File: config.mk
export PLATFORM = sky130hd
export DESIGN_NAME = scanline_irq_unit_flat
export DESIGN_NICKNAME = d
export VERILOG_FILES = /design/src/rtl/scanline_irq_unit_if.sv /design/src/rtl/scanline_irq_unit.sv /design/src/flat_wrapper.sv
export SDC_FILE = /design/constraint.sdc
export NUM_CORES = 1
export LEC_CHECK = 0
export CAP_MARGIN = 20
export CORE_UTILIZATION = 52
export DETAILED_ROUTE_END_ITERATION = 10
export MAX_ROUTING_LAYER = met4
export PLACE_DENSITY = 0.82
export RECOVER_POWER = 100
export REMOVE_ABC_BUFFERS = 1
export SETUP_SLACK_MARGIN = 0.05
export SLEW_MARGIN = 15
export SYNTH_ARGS = -nofsm -noshare
export SYNTH_HDL_FRONTEND = slang
export SYNTH_SLANG_ARGS = --single-unit
File: constraint.sdc
create_clock -name clk -period 3.4 [get_ports clk]
set_clock_uncertainty 0.2 [all_clocks]
set_input_delay 0.51 -clock clk [delete_from_list [all_inputs] [get_ports clk]]
set_output_delay 0.51 -clock clk [all_outputs]
set_load 0.05 [all_outputs]
File: src/rtl/scanline_irq_unit_if.sv
// CPU register bus and PPU CHR-read tap seen by the scanline IRQ unit.
// The mapper core drives the master side; the IRQ unit is the slave.
interface scanline_irq_unit_if;
  logic        ce;
  logic        ppu_ce;
  logic [15:0] prg_ain;
  logic        prg_read;
  logic        prg_write;
  logic [7:0]  prg_din;
  logic [7:0]  prg_dout;
  logic        has_dout;
  logic [13:0] chr_ain;
  logic        chr_read;

  modport master (
    output ce, ppu_ce, prg_ain, prg_read, prg_write, prg_din, chr_ain, chr_read,
    input  prg_dout, has_dout
  );

  modport slave (
    input  ce, ppu_ce, prg_ain, prg_read, prg_write, prg_din, chr_ain, chr_read,
    output prg_dout, has_dout
  );
endinterface

File: src/rtl/scanline_irq_unit.sv
// Scanline counter driven by repeated nametable fetches on the CHR bus,
// with per-channel target compare, pending/enable IRQ bits and a CPU register window.
module scanline_irq_unit #(
  parameter int          CHANNELS     = 2,
  parameter int          LINE_W       = 8,
  parameter int          MATCH_COUNT  = 3,
  parameter int          IDLE_TIMEOUT = 3,
  parameter logic [15:0] BASE         = 16'h5200
) (
  input  logic                clk,
  input  logic                reset,
  scanline_irq_unit_if.slave  bus,
  output logic                in_frame,
  output logic [LINE_W-1:0]   scanline,
  output logic                irq
);

  localparam logic [1:0]        MC_TOP   = 2'(MATCH_COUNT - 1);
  localparam logic [1:0]        MC_ARM   = 2'(MATCH_COUNT - 2);
  localparam logic [3:0]        IDLE_MAX = 4'(IDLE_TIMEOUT);
  localparam logic [LINE_W-1:0] LINE_MAX = '1;

  logic [1:0]                        match_cnt_q, match_cnt_d;
  logic [13:0]                       last_addr_q, last_addr_d;
  logic [3:0]                        idle_cnt_q, idle_cnt_d;
  logic                              in_frame_q, in_frame_d;
  logic [LINE_W-1:0]                 scanline_q, scanline_d;
  logic [CHANNELS-1:0]               pending_q, pending_d;
  logic [CHANNELS-1:0]               enable_q, enable_d;
  logic [CHANNELS-1:0][LINE_W-1:0]   target_q, target_d;

  logic                chr_rd, nt_repeat, line_start, idle_hit;
  logic [LINE_W-1:0]   scan_next;
  logic [CHANNELS-1:0] tgt_wr, en_wr, status_rd;
  logic [7:0]          dout;
  logic                dout_vld;

  assign chr_rd     = bus.ppu_ce & bus.chr_read;
  assign nt_repeat  = (bus.chr_ain[13:12] == 2'b10) && (bus.chr_ain == last_addr_q);
  assign line_start = chr_rd && nt_repeat && (match_cnt_q == MC_ARM);
  // Any qualified CHR read proves rendering is alive, so it always beats the timeout.
  assign idle_hit   = !chr_rd &&
                      ((bus.ce && (idle_cnt_q == IDLE_MAX - 4'd1)) || (idle_cnt_q == IDLE_MAX));
  assign scan_next  = !in_frame_q ? '0 :
                      (scanline_q == LINE_MAX) ? LINE_MAX : scanline_q + 1'b1;

  always_comb begin
    dout      = 8'hFF;
    dout_vld  = 1'b0;
    tgt_wr    = '0;
    en_wr     = '0;
    status_rd = '0;
    for (int ch = 0; ch < CHANNELS; ch++) begin
      if (bus.prg_ain == 16'(BASE + 2 * ch))
        tgt_wr[ch] = bus.ce & bus.prg_write;
      if (bus.prg_ain == 16'(BASE + 2 * ch + 1)) begin
        dout          = {pending_q[ch], in_frame_q, 6'b0};
        dout_vld      = 1'b1;
        en_wr[ch]     = bus.ce & bus.prg_write;
        status_rd[ch] = bus.ce & bus.prg_read;
      end
    end
    if (bus.prg_ain == 16'(BASE + 2 * CHANNELS)) begin
      dout     = scanline_q[7:0];
      dout_vld = 1'b1;
    end
  end

  assign bus.prg_dout = dout;
  assign bus.has_dout = dout_vld;

  always_comb begin
    match_cnt_d = match_cnt_q;
    last_addr_d = last_addr_q;
    idle_cnt_d  = idle_cnt_q;
    in_frame_d  = in_frame_q;
    scanline_d  = scanline_q;
    pending_d   = pending_q;
    enable_d    = enable_q;
    target_d    = target_q;

    if (chr_rd) begin
      last_addr_d = bus.chr_ain;
      idle_cnt_d  = 4'd0;
      if (nt_repeat)
        match_cnt_d = (match_cnt_q == MC_TOP) ? MC_TOP : match_cnt_q + 2'd1;
      else
        match_cnt_d = 2'd0;
    end else if (bus.ce && (idle_cnt_q != IDLE_MAX)) begin
      idle_cnt_d = idle_cnt_q + 4'd1;
    end

    if (idle_hit) begin
      in_frame_d  = 1'b0;
      scanline_d  = '0;
      match_cnt_d = 2'd0;
    end

    if (line_start) begin
      in_frame_d = 1'b1;
      scanline_d = scan_next;
    end

    // Clear first so a same-edge compare hit wins; compare uses the pre-write target.
    for (int ch = 0; ch < CHANNELS; ch++) begin
      if (status_rd[ch])
        pending_d[ch] = 1'b0;
      if (line_start && in_frame_q && (target_q[ch] != '0) && (target_q[ch] == scan_next))
        pending_d[ch] = 1'b1;
      if (tgt_wr[ch])
        target_d[ch] = LINE_W'(bus.prg_din);
      if (en_wr[ch])
        enable_d[ch] = bus.prg_din[7];
    end
  end

  always_ff @(posedge clk or posedge reset) begin
    if (reset) begin
      match_cnt_q <= 2'd0;
      last_addr_q <= 14'd0;
      idle_cnt_q  <= 4'd0;
      in_frame_q  <= 1'b0;
      scanline_q  <= '0;
      pending_q   <= '0;
      enable_q    <= '0;
      target_q    <= '0;
    end else begin
      match_cnt_q <= match_cnt_d;
      last_addr_q <= last_addr_d;
      idle_cnt_q  <= idle_cnt_d;
      in_frame_q  <= in_frame_d;
      scanline_q  <= scanline_d;
      pending_q   <= pending_d;
      enable_q    <= enable_d;
      target_q    <= target_d;
    end
  end

  assign in_frame = in_frame_q;
  assign scanline = scanline_q;
  assign irq      = |(pending_q & enable_q);

endmodule

File: src/flat_wrapper.sv
// flat-port wrapper written by rule: the top's interface ports become plain ports
module scanline_irq_unit_flat 
#(
  parameter int          CHANNELS     = 2,
  parameter int          LINE_W       = 8,
  parameter int          MATCH_COUNT  = 3,
  parameter int          IDLE_TIMEOUT = 3,
  parameter logic [15:0] BASE         = 16'h5200
)
  (clk, reset, in_frame, scanline, irq, bus_ce, bus_ppu_ce, bus_prg_ain, bus_prg_read, bus_prg_write, bus_prg_din, bus_chr_ain, bus_chr_read, bus_prg_dout, bus_has_dout);
  scanline_irq_unit_if bus_i ();
  input  logic clk;
  input  logic reset;
  output logic in_frame;
  output logic [LINE_W-1:0] scanline;
  output logic irq;
  input wire logic [$bits(bus_i.ce)-1:0] bus_ce;
  input wire logic [$bits(bus_i.ppu_ce)-1:0] bus_ppu_ce;
  input wire logic [$bits(bus_i.prg_ain)-1:0] bus_prg_ain;
  input wire logic [$bits(bus_i.prg_read)-1:0] bus_prg_read;
  input wire logic [$bits(bus_i.prg_write)-1:0] bus_prg_write;
  input wire logic [$bits(bus_i.prg_din)-1:0] bus_prg_din;
  input wire logic [$bits(bus_i.chr_ain)-1:0] bus_chr_ain;
  input wire logic [$bits(bus_i.chr_read)-1:0] bus_chr_read;
  output wire logic [$bits(bus_i.prg_dout)-1:0] bus_prg_dout;
  output wire logic [$bits(bus_i.has_dout)-1:0] bus_has_dout;
  assign bus_i.ce = bus_ce;
  assign bus_i.ppu_ce = bus_ppu_ce;
  assign bus_i.prg_ain = bus_prg_ain;
  assign bus_i.prg_read = bus_prg_read;
  assign bus_i.prg_write = bus_prg_write;
  assign bus_i.prg_din = bus_prg_din;
  assign bus_i.chr_ain = bus_chr_ain;
  assign bus_i.chr_read = bus_chr_read;
  assign bus_prg_dout = bus_i.prg_dout;
  assign bus_has_dout = bus_i.has_dout;
  scanline_irq_unit #(.CHANNELS(CHANNELS), .LINE_W(LINE_W), .MATCH_COUNT(MATCH_COUNT), .IDLE_TIMEOUT(IDLE_TIMEOUT), .BASE(BASE)) u_core (.clk(clk), .reset(reset), .bus(bus_i), .in_frame(in_frame), .scanline(scanline), .irq(irq));
endmodule
==> impl_metrics.json <==
{
  "design.core.area_um2": 5240,
  "yosysTopAreaCellShare_pct": 42.4,
  "antenna_cells": 0,
  "place.gp.congestion": 0.940,
  "wl_um": 6770,
  "final.setup.worst_slack_ns": 0.229,
  "antenna_left": 0,
  "cap_viol_max_count": 0,
  "worstPathArrival_ns": 2.46,
  "first_iter_violations": 237,
  "criticalPathCategory": "input pin to output port",
  "route.detailed.drc": 0,
  "synth-edff-count": 0,
  "cts.path.max_buffers": 2,
  "die_h_um": 76.6,
  "crit_chain": "clkdlybuf4s50_1, nor4b_1, nand4_1, or3b_1, o22a_1, clkbuf_2",
  "ys_top_cells_by_count": "nand2_1, dfrtp_1, nor2_1",
  "synth_top_area_cell": "dfrtp_1",
  "fin_nets": 433,
  "fin_util_pct": 69.5,
  "p_per_area_nw_per_um2": 348,
  "drtPass1Iterations": 6,
  "fillCellCount": 427,
  "syn_to_final_growth_pct": 25.9,
  "gr-usage-all-layers_pct": 25.3,
  "worst_pin_slew_ns": 1.31,
  "peakVddDrop_uv": 264,
  "grt_pass1_vias": 2482,
  "cts-resized-gates": 0,
  "antenna_found_initial": 0,
  "clk_latency_ns": 0.30,
  "relSlewSlack_pct": 12.7,
  "endpoint_kind": "output port",
  "slew_viol_final": 0,
  "dpl.hpwl_um": 5070,
  "finalSetupTns_ns": 0,
  "dieArea_um2": 5870,
  "cts_tree": "built",
  "clock_sinks": 49,
  "rows": 26,
  "synthArstFlopShare_pct": 100,
  "start_kind": "input pin",
  "clkTransAtPathRegs_ns": 0.09,
  "min_period_ns": 3.17,
  "max_stage_delay_ns": 0.56,
  "setup_viol": 0,
  "io_pins": 64,
  "ys_seq_elements": 49,
  "dr_total_vias": 2515,
  "rsz0062_at_grt": "no",
  "overflow": 0,
  "cts.htree.levels": 2,
  "leakage_nw": 1.67,
  "required_ns": 2.69,
  "hold_viol": 0,
  "viasPerCell": 5.54,
  "drive_gt1_share_pct": 11.7,
  "wire_per_inst_um": 14.9,
  "die_w_um": 76.6,
  "synthDistinctLibCells": 48,
  "placed_area_um2": 3590,
  "hold_buffers": 0,
  "post_cts.repair.setup_buffers": 0,
  "power.total_mw": 1.27,
  "max_freq_mhz": 315,
  "critPathMaxFanout": 12,
  "seq_area_frac_synth_pct": 42.4,
  "start_util_pct": 55.2,
  "place_ws_ns": 0.320,
  "syn_area_um2": 2890,
  "status": "finished clean",
  "clockRootBuffer": "clkbuf_8",
  "yosysWarningCount": 0,
  "io_buffers": 63,
  "ys.flop_type": "dfrtp_1",
  "synthesis.instances": 316,
  "cp_slowest_cell": "or3b_1",
  "syn_area_per_cell_um2": 9.15,
  "synth_area_leaders": "dfrtp_1, nand2_1, mux2_2, xor2_1, nor2_1",
  "hold_class": "flip-flop to flip-flop",
  "synth.most_common_cell": "nand2_1",
  "grt_first_pass_wirelength_um": 11700,
  "cp_top_family": "simple AND/OR/NAND/NOR gates",
  "fin_crit_sh_pct": 93.3,
  "cts_made_buffers": 5,
  "critPathBufInv": 2,
  "grt_max_degree": 50,
  "design_area_um2": 3640
}
cells by family (layout without fill, tap and decap cells):
family                     Yosys count  after routing  synth area share [%]
and+or+nand+nor                    142            142                  24.3
AOI/OAI and AO/OA                   53             53                  12.0
DFF                                 49             49                  42.4
xor gates and xnor gates            24             24                  7.27
muxes                               24             24                  9.13
buffers and inverters               19             87                  2.81
adders and majority gates            5              5                  2.16
cell type report:
class / count / area, µm² / area share, %
clock inverter: 2 / 13.8 / 0.378
sequential: 49 / 1230 / 33.7
multi-input combinational: 248 / 1570 / 43.1
clock buffer: 6 / 82.6 / 2.27
inverter: 11 / 41.3 / 1.13
timing repair buffer: 68 / 621 / 17.0
tap: 70 / 87.6 / 2.41
flip-flops by register name, indices dropped and copies added (netlist names):
name and cells:
u_core.in_frame 1, u_core.match_cnt_q 2, u_core.scanline 8, u_core.last_addr_q 14
u_core.target_q 16, u_core.pending_q 2, u_core.enable_q 2, u_core.idle_cnt_q 4
where the power goes:
| part | total [mW] | internal (mW) | leakage, nW | switching [mW] |
|---|---|---|---|---|
| Combinational | 0.244 | 0.118 | 0.956 | 0.126 |
| Clock | 0.360 | 0.165 | 0.0512 | 0.195 |
| Sequential | 0.663 | 0.622 | 0.659 | 0.0403 |
routing by layer:
metal	up-vias	track usage, %	wire (µm)
met1	1190	33.2	3220
li1	1243	-	-
met3	2	4.91	352
met5	-	-	0
met4	0	5.00	34
met2	80	40.9	3160
through the flow:
step	instances	hold WS, ns
after floorplan	308	0.238
final	454	0.297
after global routing	454	0.326
after detailed placement	445	0.265
after CTS	453	0.294
after global placement	445	0.253
worst paths after layout:
| path | endpoint | from | cells after the start | slack (ns) |
|---|---|---|---|---|
| max reg2reg | u_core.pending_q[1]$_DFFE_PP0P_ | u_core.scanline[0]$_DFFE_PP0P_ | 7 | 0.71 |
| min | u_core.last_addr_q[12]$_DFFE_PP0P_ | u_core.last_addr_q[12]$_DFFE_PP0P_ | 2 | 0.30 |
| max in group asynchronous | u_core.target_q[15]$_DFFE_PP0P_ | reset | 3 | 0.65 |
| max | bus_prg_dout[7] | bus_prg_ain[8] | 6 | 0.23 |
| min reg2reg | u_core.last_addr_q[12]$_DFFE_PP0P_ | u_core.last_addr_q[12]$_DFFE_PP0P_ | 2 | 0.30 |
| min in group asynchronous | u_core.last_addr_q[8]$_DFFE_PP0P_ | reset | 2 | 0.57 |
worst register-to-register path, delay by kind of cell, from the launching register on:
kind	cells	cell delay (ns)
flip-flops	1	0.55
XOR/XNOR	1	0.19
AO/OA/AOI/OAI	2	0.56
AND/OR/NAND/NOR	3	0.76
adder cells (fa/ha/maj)	1	0.34
layout by cell type, fill, tap and decap left out, types with 2 or more instances in the layout:
master,n
mux2i_1,5
or2_2,2
o22a_1,2
dfrtp_1,49
a21oi_1,11
nand4_1,6
or3b_1,2
nand2_1,66
mux2_2,19
nor2_1,27
ha_1,5
clkbuf_8,6
a22o_1,3
nand2b_1,2
inv_1,11
o21a_1,8
clkbuf_1,2
nor4_1,8
dlygate4sd3_1,13
o21ai_0,15
clkbuf_2,9
xnor2_1,4
clkdlybuf4s50_1,41
o31ai_1,2
a2111oi_0,2
nand3_1,8
a21boi_0,2
nand3b_1,3
buf_4,2
xor2_1,20
nor4b_1,2
nor3_1,7
No activity file was read; power rests on OpenSTA's default activity.
